## src/rtl/xillybus_user_pkg.sv

```systemverilog
// Shared widths and status-LED bit positions for the Xillybus user-side responder.
package xillybus_user_pkg;

  localparam int DW      = 32;
  localparam int FIFO_AW = 4;
  localparam int MEM_AW  = 5;

  localparam int LED_FIFO_NONEMPTY = 0;
  localparam int LED_OVERFLOW      = 1;
  localparam int LED_W_OPEN        = 2;
  localparam int LED_R_OPEN        = 3;

  // Falling edges of the two loopback file opens, plus the flush they imply.
  typedef struct packed {
    logic w_fall;
    logic r_fall;
    logic flush;
  } open_evt_t;

  function automatic open_evt_t open_events(input logic w_prev, input logic w_now,
                                            input logic r_prev, input logic r_now);
    open_evt_t e;
    e.w_fall = w_prev & ~w_now;
    e.r_fall = r_prev & ~r_now;
    e.flush  = ~w_now & ~r_now & (e.w_fall | e.r_fall);
    return e;
  endfunction

endpackage

```

## src/rtl/xillybus_user_fifo.sv

```systemverilog
// Synchronous standard-mode loopback FIFO: registered read data one cycle after rd_en,
// full/empty decoded from the occupancy count, sticky overflow, synchronous flush.
module xillybus_user_fifo
  import xillybus_user_pkg::*;
#(
  parameter int W  = DW,
  parameter int AW = FIFO_AW
) (
  input  logic         clk,
  input  logic         rst_n,
  input  logic         flush,
  input  logic         wr_en,
  input  logic [W-1:0] wr_dat,
  input  logic         rd_en,
  output logic [W-1:0] rd_dat,
  output logic         full,
  output logic         empty,
  output logic         overflow,
  output logic         wr_ok
);

  localparam int DEPTH = 1 << AW;
  localparam logic [AW:0] FULL_CNT = {1'b1, {AW{1'b0}}};

  logic [W-1:0]  store [DEPTH];
  logic [AW-1:0] wr_ptr;
  logic [AW-1:0] rd_ptr;
  logic [AW:0]   count;
  logic          rd_ok;

  assign full  = (count == FULL_CNT);
  assign empty = (count == '0);

  // A read frees a slot in the same cycle, so a write into a full FIFO is legal alongside it.
  assign rd_ok = rd_en & ~flush & ~empty;
  assign wr_ok = wr_en & ~flush & (~full | rd_ok);

  always_ff @(posedge clk) begin
    if (wr_ok) store[wr_ptr] <= wr_dat;
  end

  always_ff @(posedge clk or negedge rst_n) begin
    if (!rst_n) begin
      wr_ptr   <= '0;
      rd_ptr   <= '0;
      count    <= '0;
      overflow <= 1'b0;
      rd_dat   <= '0;
    end else if (flush) begin
      wr_ptr   <= '0;
      rd_ptr   <= '0;
      count    <= '0;
      overflow <= 1'b0;
    end else begin
      if (wr_ok) wr_ptr <= wr_ptr + 1'b1;
      if (rd_ok) begin
        rd_ptr <= rd_ptr + 1'b1;
        rd_dat <= store[rd_ptr];
      end
      case ({wr_ok, rd_ok})
        2'b10:   count <= count + 1'b1;
        2'b01:   count <= count - 1'b1;
        default: count <= count;
      endcase
      if (wr_en && !wr_ok) overflow <= 1'b1;
    end
  end

endmodule

```

## src/rtl/xillybus_user_responder.sv

```systemverilog
// User-side Xillybus endpoint: write_32 -> loopback FIFO -> read_32 with EOF/flush on file
// close, plus a seekable 32x32 register bank behind mem_32.
module xillybus_user_responder
  import xillybus_user_pkg::*;
#(
  parameter int DW_P      = DW,
  parameter int FIFO_AW_P = FIFO_AW,
  parameter int MEM_AW_P  = MEM_AW
) (
  input  logic                bus_clk_w,
  input  logic                trn_reset_n_w,
  input  logic                user_w_write_32_wren_w,
  input  logic [DW_P-1:0]     user_w_write_32_data_w,
  input  logic                user_w_write_32_open_w,
  output logic                user_w_write_32_full_w,
  input  logic                user_r_read_32_rden_w,
  input  logic                user_r_read_32_open_w,
  output logic [DW_P-1:0]     user_r_read_32_data_w,
  output logic                user_r_read_32_empty_w,
  output logic                user_r_read_32_eof_w,
  input  logic [MEM_AW_P-1:0] user_mem_32_addr_w,
  input  logic                user_mem_32_addr_update_w,
  input  logic                user_w_mem_32_wren_w,
  input  logic [DW_P-1:0]     user_w_mem_32_data_w,
  input  logic                user_w_mem_32_open_w,
  output logic                user_w_mem_32_full_w,
  input  logic                user_r_mem_32_rden_w,
  input  logic                user_r_mem_32_open_w,
  output logic [DW_P-1:0]     user_r_mem_32_data_w,
  output logic                user_r_mem_32_empty_w,
  output logic                user_r_mem_32_eof_w,
  output logic [3:0]          status_led_w
);

  localparam int MEM_DEPTH = 1 << MEM_AW_P;

  logic      w_open_q;
  logic      r_open_q;
  open_evt_t evt;
  logic      written;
  logic      eof_pending;
  logic      fifo_overflow;
  logic      fifo_wr_ok;

  assign evt = open_events(w_open_q, user_w_write_32_open_w,
                           r_open_q, user_r_read_32_open_w);

  xillybus_user_fifo #(
    .W  (DW_P),
    .AW (FIFO_AW_P)
  ) u_fifo (
    .clk      (bus_clk_w),
    .rst_n    (trn_reset_n_w),
    .flush    (evt.flush),
    .wr_en    (user_w_write_32_wren_w),
    .wr_dat   (user_w_write_32_data_w),
    .rd_en    (user_r_read_32_rden_w),
    .rd_dat   (user_r_read_32_data_w),
    .full     (user_w_write_32_full_w),
    .empty    (user_r_read_32_empty_w),
    .overflow (fifo_overflow),
    .wr_ok    (fifo_wr_ok)
  );

  // EOF is only meaningful if the writer actually produced data since the last flush.
  always_ff @(posedge bus_clk_w or negedge trn_reset_n_w) begin
    if (!trn_reset_n_w) begin
      w_open_q    <= 1'b0;
      r_open_q    <= 1'b0;
      written     <= 1'b0;
      eof_pending <= 1'b0;
    end else begin
      w_open_q <= user_w_write_32_open_w;
      r_open_q <= user_r_read_32_open_w;
      if (evt.flush)       written <= 1'b0;
      else if (fifo_wr_ok) written <= 1'b1;
      if (evt.r_fall)                eof_pending <= 1'b0;
      else if (evt.w_fall && written) eof_pending <= 1'b1;
    end
  end

  assign user_r_read_32_eof_w = eof_pending & user_r_read_32_empty_w;

  assign status_led_w[LED_R_OPEN]        = user_r_read_32_open_w;
  assign status_led_w[LED_W_OPEN]        = user_w_write_32_open_w;
  assign status_led_w[LED_OVERFLOW]      = fifo_overflow;
  assign status_led_w[LED_FIFO_NONEMPTY] = ~user_r_read_32_empty_w;

  logic [DW_P-1:0]     bank [MEM_DEPTH];
  logic [MEM_AW_P-1:0] mem_ptr;
  logic [MEM_AW_P-1:0] mem_addr;
  logic                mem_access;

  // A seek in the same cycle as an access redirects that access to the new address.
  assign mem_addr   = user_mem_32_addr_update_w ? user_mem_32_addr_w : mem_ptr;
  assign mem_access = user_w_mem_32_wren_w | user_r_mem_32_rden_w;

  always_ff @(posedge bus_clk_w or negedge trn_reset_n_w) begin
    if (!trn_reset_n_w) begin
      mem_ptr              <= '0;
      user_r_mem_32_data_w <= '0;
      for (int i = 0; i < MEM_DEPTH; i++) bank[i] <= '0;
    end else begin
      if (user_w_mem_32_wren_w) bank[mem_addr] <= user_w_mem_32_data_w;
      if (user_r_mem_32_rden_w) user_r_mem_32_data_w <= bank[mem_addr];
      if (mem_access)                     mem_ptr <= mem_addr + 1'b1;
      else if (user_mem_32_addr_update_w) mem_ptr <= user_mem_32_addr_w;
    end
  end

  assign user_w_mem_32_full_w  = 1'b0;
  assign user_r_mem_32_empty_w = 1'b0;
  assign user_r_mem_32_eof_w   = 1'b0;

  // The mem stream's open flags carry no function here; the bank persists across opens.
  logic unused_mem_opens;
  assign unused_mem_opens = &{1'b0, user_w_mem_32_open_w, user_r_mem_32_open_w};

endmodule

```

## config.mk

```make
export PLATFORM = sky130hd
export DESIGN_NAME = xillybus_user_responder
export DESIGN_NICKNAME = d
export VERILOG_FILES = /design/src/rtl/xillybus_user_pkg.sv /design/src/rtl/xillybus_user_fifo.sv /design/src/rtl/xillybus_user_responder.sv
export SDC_FILE = /design/constraint.sdc
export NUM_CORES = 2
export LEC_CHECK = 0
export ABC_AREA = 1
export ABC_CLOCK_PERIOD_IN_PS = 4100
export CAP_MARGIN = 15
export CORE_AREA = 10 10 663 469
export DETAILED_ROUTE_END_ITERATION = 8
export DIE_AREA = 0 0 673 479
export GPL_TIMING_DRIVEN = 1
export PLACE_DENSITY = 0.48
export SLEW_MARGIN = 20
export SYNTH_ARGS = -nofsm -noshare
export SYNTH_HDL_FRONTEND = slang
export SYNTH_SLANG_ARGS = --single-unit
```

## constraint.sdc

```tcl
create_clock -name bus_clk_w -period 4.1 [get_ports bus_clk_w]
set_clock_uncertainty 0.05 [all_clocks]
set_input_delay 1.025 -clock bus_clk_w [delete_from_list [all_inputs] [get_ports bus_clk_w]]
set_output_delay 1.025 -clock bus_clk_w [all_outputs]
set_load 0.05 [all_outputs]
```

==> flow_summary_export.csv <==
group,metric,value,unit
status,status,"finished clean",
sta,max-slew-margin-rel,24.21,%
yosys,syn_area,74170,um2
worst_setup_path,critical-path-slowest-cell,"clkdlybuf4s50_1",
grt,grt.busiest_layer,"met2",
floorplan,rows,168,
routing,drt_iter0_markers,5408,
power,power.switching,18.09,mW
sta,worst_pin_slew,1.134,ns
grt,antenna_found_initial,17,
power,pwr-share-seq,42.8,%
routing,antenna_left,0,
power,leakage,38.80,nW
routing,routedWlPerCell,18.47,um
grt,grt_pass1_wl,360300,um
finish,fin_util,29.08,%
yosys,ys_seq_area_share,58.21,%
cts,clk_path_buf_depth,4,
yosys,syn_inst,8719,
sta,tns,0,ns
worst_setup_path,start_kind,"flop",
floorplan,die-area,322400,um2
grt,grt_pass1_vias,55160,
worst_setup_path,r2r_setup_slack,0.99,ns
floorplan,io_pins,154,
hold_path,hold_class,"input pin to async pin",
routing,drt_pre_antenna_iters,8,
placement,pre_cts_ws,0.008541,ns
floorplan,die_x,673,um
finish,nFillCells,31430,
yosys,async_flop_share,68.45,%
worst_setup_path,path_max_fanout,4,
cts,cts_resized,0,
finish,nets,8774,
worst_setup_path,critPathRequiredTime,3.02,ns
cts,cts_setup_buffers,0,
floorplan,coreArea,298300,um2
routing,vias,57840,
yosys,avgSynthCellArea,8.507,um2
grt,met1_usage,21.27,%
routing,wl,236600,um
routing,drc_errors,0,
yosys,synth.distinct_cells,35,
sta,hold_violations,0,
worst_setup_path,end_kind,"output port",
finish,drive_gt1_share,7.410,%
grt,overflow,0,
power,swShare,34.16,%
sta,post-route-period-util,87.41,%
worst_setup_path,crit_top_cell,"nor2_1",
sta,slew_violations,0,
worst_setup_path,critPathLaunch,"u_fifo.count[1]$_DFFE_PN0P_",
yosys,synth-seq-cells,1623,
worst_setup_path,timing.rr.start,"u_fifo.count[0]$_DFFE_PN0P_",
floorplan,die_h,479,um
job,timing.max_cap.violations,0,
power,vdd_ir_drop_max,0.4941,mV
cts,clkTransAtPathRegs,0.06,ns
grt,grt_max_degree,171,
finish,area_delta_synth_final,16.93,%
cts,cts-root-buf,"clkbuf_16",
cts,worstSkewPairLatency,0.87,ns
cts,cts_hold_buffers,0,
sta,finalSetupViolations,0,
sta,worst_slack,0.5160,ns
grt,groute.usage.overall,14.29,%
worst_setup_path,r2r_cells,11,
worst_setup_path,worstPathCellList,"nor2_1 > nand4_1 > nor2_1 > clkdlybuf4s50_1",
power,powerDensity,610.6,nW/um2
sta,rsz0062_at_grt,"no",
placement,io_buffers,148,
worst_setup_path,worstSetupPathType,"flop to output port",
floorplan,initial_core_util,24.87,%
yosys,synthFlopType,"dfrtp_1",
yosys,synth_edf_count,512,
power,combPwrFrac,26.6,%
placement,hpwl,141900,um
cts,cts_max_level,4,
worst_setup_path,slowest_delay,0.82,ns
placement,place_congestion,0.7757,
routing,post_drt_via_cell_ratio,4.516,
cts,cts_buffers,179,
grt,grt_util_met3,2.058,%
yosys,ys.warnings.count,0,
sta,max_clock_freq,279.0,MHz
cts,cts_tree,"built",
power,clkPwrFrac,30.6,%
cts,clock_sinks,1623,
sta,min_period,3.584,ns
power,internal_power,34.87,mW
grt,gr-usage-met2,21.97,%
worst_setup_path,arrival,2.51,ns
==> layer usage <==
metal	vias to the layer above	part of all wire, %
met4	0	1.9
met2	1513	43
li1	27880	-
met3	284	5.6
met5	-	0
met1	28160	49
==> flip-flops by register name (all words and copies together) (netlist names), 4 cells and up <==
signal and cells:
bank 1024, mem_ptr 5, u_fifo.count 5, u_fifo.rd_dat 32, u_fifo.rd_ptr 4, u_fifo.store 512, u_fifo.wr_ptr 4, user_r_mem_32_data_w 32
==> cell families (layout without fill, tap and decap cells) <==
family | count (synthesis) | in the layout | share of synthesized area (%)
AOI/OAI and AO/OA | 1378 | 1378 | 9.436
adders and majority gates | 13 | 13 | 0.2294
xor gates and xnor gates | 9 | 9 | 0.1063
other | 1 | 5 | 0.005056
and+or+nand+nor | 4001 | 4001 | 22.52
DFF | 1623 | 1623 | 58.21
muxes | 64 | 64 | 0.8637
buffers and inverters | 1630 | 1721 | 8.625
==> metrics by stage <==
stage          instance area [um2]  std cells  hold slack, ns  total power, mW
5_1_grt                      86730      12810         0.02484            56.64
4_1_cts                      86680      12810         0.02413            53.58
3_5_place_dp                 80910      12490          0.4139            37.12
2_1_floorplan                74180       8721          0.3944            32.24
3_3_place_gp                 80880      12490          0.4075            36.75
6_report                     86730      12810         0.04038            52.96
==> critical path: cells and delay by family (launching register included) <==
kind	cells	cell delay (ns)
AND/OR/NAND/NOR	3	0.46
flip-flops	1	0.42
buffers and inverters	1	0.82
==> power by group through the flow <==
stage / Sequential (mW) / Clock, mW / Combinational, mW
detailed placement: 22.9 / 0 / 14.2
floorplan: 23.1 / 0 / 9.12
global placement: 22.8 / 0 / 14.0
finish: 22.6 / 16.2 / 14.1
CTS: 22.7 / 16.7 / 14.2
global route: 23.1 / 17.4 / 16.1
==> cell usage after synthesis, drive strengths merged (33+ instances only) <==
| cell | number | area share [%] |
|---|---|---|
| mux2i | 64 | 0.86 |
| edfxtp | 512 | 21 |
| o21ai | 1238 | 8.4 |
| or2 | 33 | 0.28 |
| inv | 991 | 5.0 |
| o22ai | 64 | 0.54 |
| nand3b | 34 | 0.34 |
| clkbuf | 426 | 2.2 |
| nand3 | 1032 | 7.0 |
| nor2 | 292 | 1.5 |
| a21oi | 70 | 0.47 |
| buf | 213 | 1.5 |
| dfrtp | 1111 | 37 |
| nand2 | 2600 | 13 |
==> cell type report <==
type                       instances  area (um2)  area share, %
multi-input combinational       5468       24810          28.61
tap                             3995        4999          5.763
antenna                            2       5.005       0.005771
clock inverter                    67       709.4         0.8180
clock buffer                     245        5061          5.835
inverter                         991        3722          4.292
sequential                      1623       43180          49.79
timing repair buffer             418        4242          4.891
==> layout by cell type, fill, tap and decap left out, types with 3 or more instances in the layout <==
| cell type | instances |
|---|---|
| buf_12 | 55 |
| a21boi_0 | 3 |
| ha_1 | 12 |
| inv_6 | 3 |
| conb_1 | 3 |
| inv_1 | 980 |
| buf_4 | 213 |
| bufinv_16 | 11 |
| xor2_1 | 7 |
| nand3b_1 | 34 |
| clkinv_4 | 3 |
| a21oi_1 | 70 |
| clkbuf_8 | 27 |
| o22ai_1 | 64 |
| nor2_1 | 269 |
| clkbuf_16 | 182 |
| o21ai_0 | 1230 |
| o21ai_1 | 4 |
| or2_2 | 33 |
| nand2_2 | 36 |
| clkinv_1 | 11 |
| nand3_1 | 1032 |
| nand2_4 | 4 |
| nand4_1 | 7 |
| mux2i_1 | 64 |
| edfxtp_1 | 512 |
| clkinvlp_4 | 8 |
| clkbuf_1 | 36 |
| clkinv_2 | 27 |
| nor2_4 | 23 |
| nand2_1 | 2558 |
| dfrtp_1 | 1109 |
| inv_2 | 9 |
| clkdlybuf4s50_1 | 147 |
==> path summary, 6_finish.rpt <==
kind | endpoint
hold reg to reg | eof_pending$_DFFE_PN0P_
setup reg to reg | u_fifo.store[4][1]$_DFFE_PP_
hold / removal | bank[229]$_DFFE_PN0P_
setup / recovery | user_r_read_32_eof_w
min in group bus_clk_w | eof_pending$_DFFE_PN0P_
max in group asynchronous | bank[757]$_DFFE_PN0P_
No activity file was read; power rests on OpenSTA's default activity.
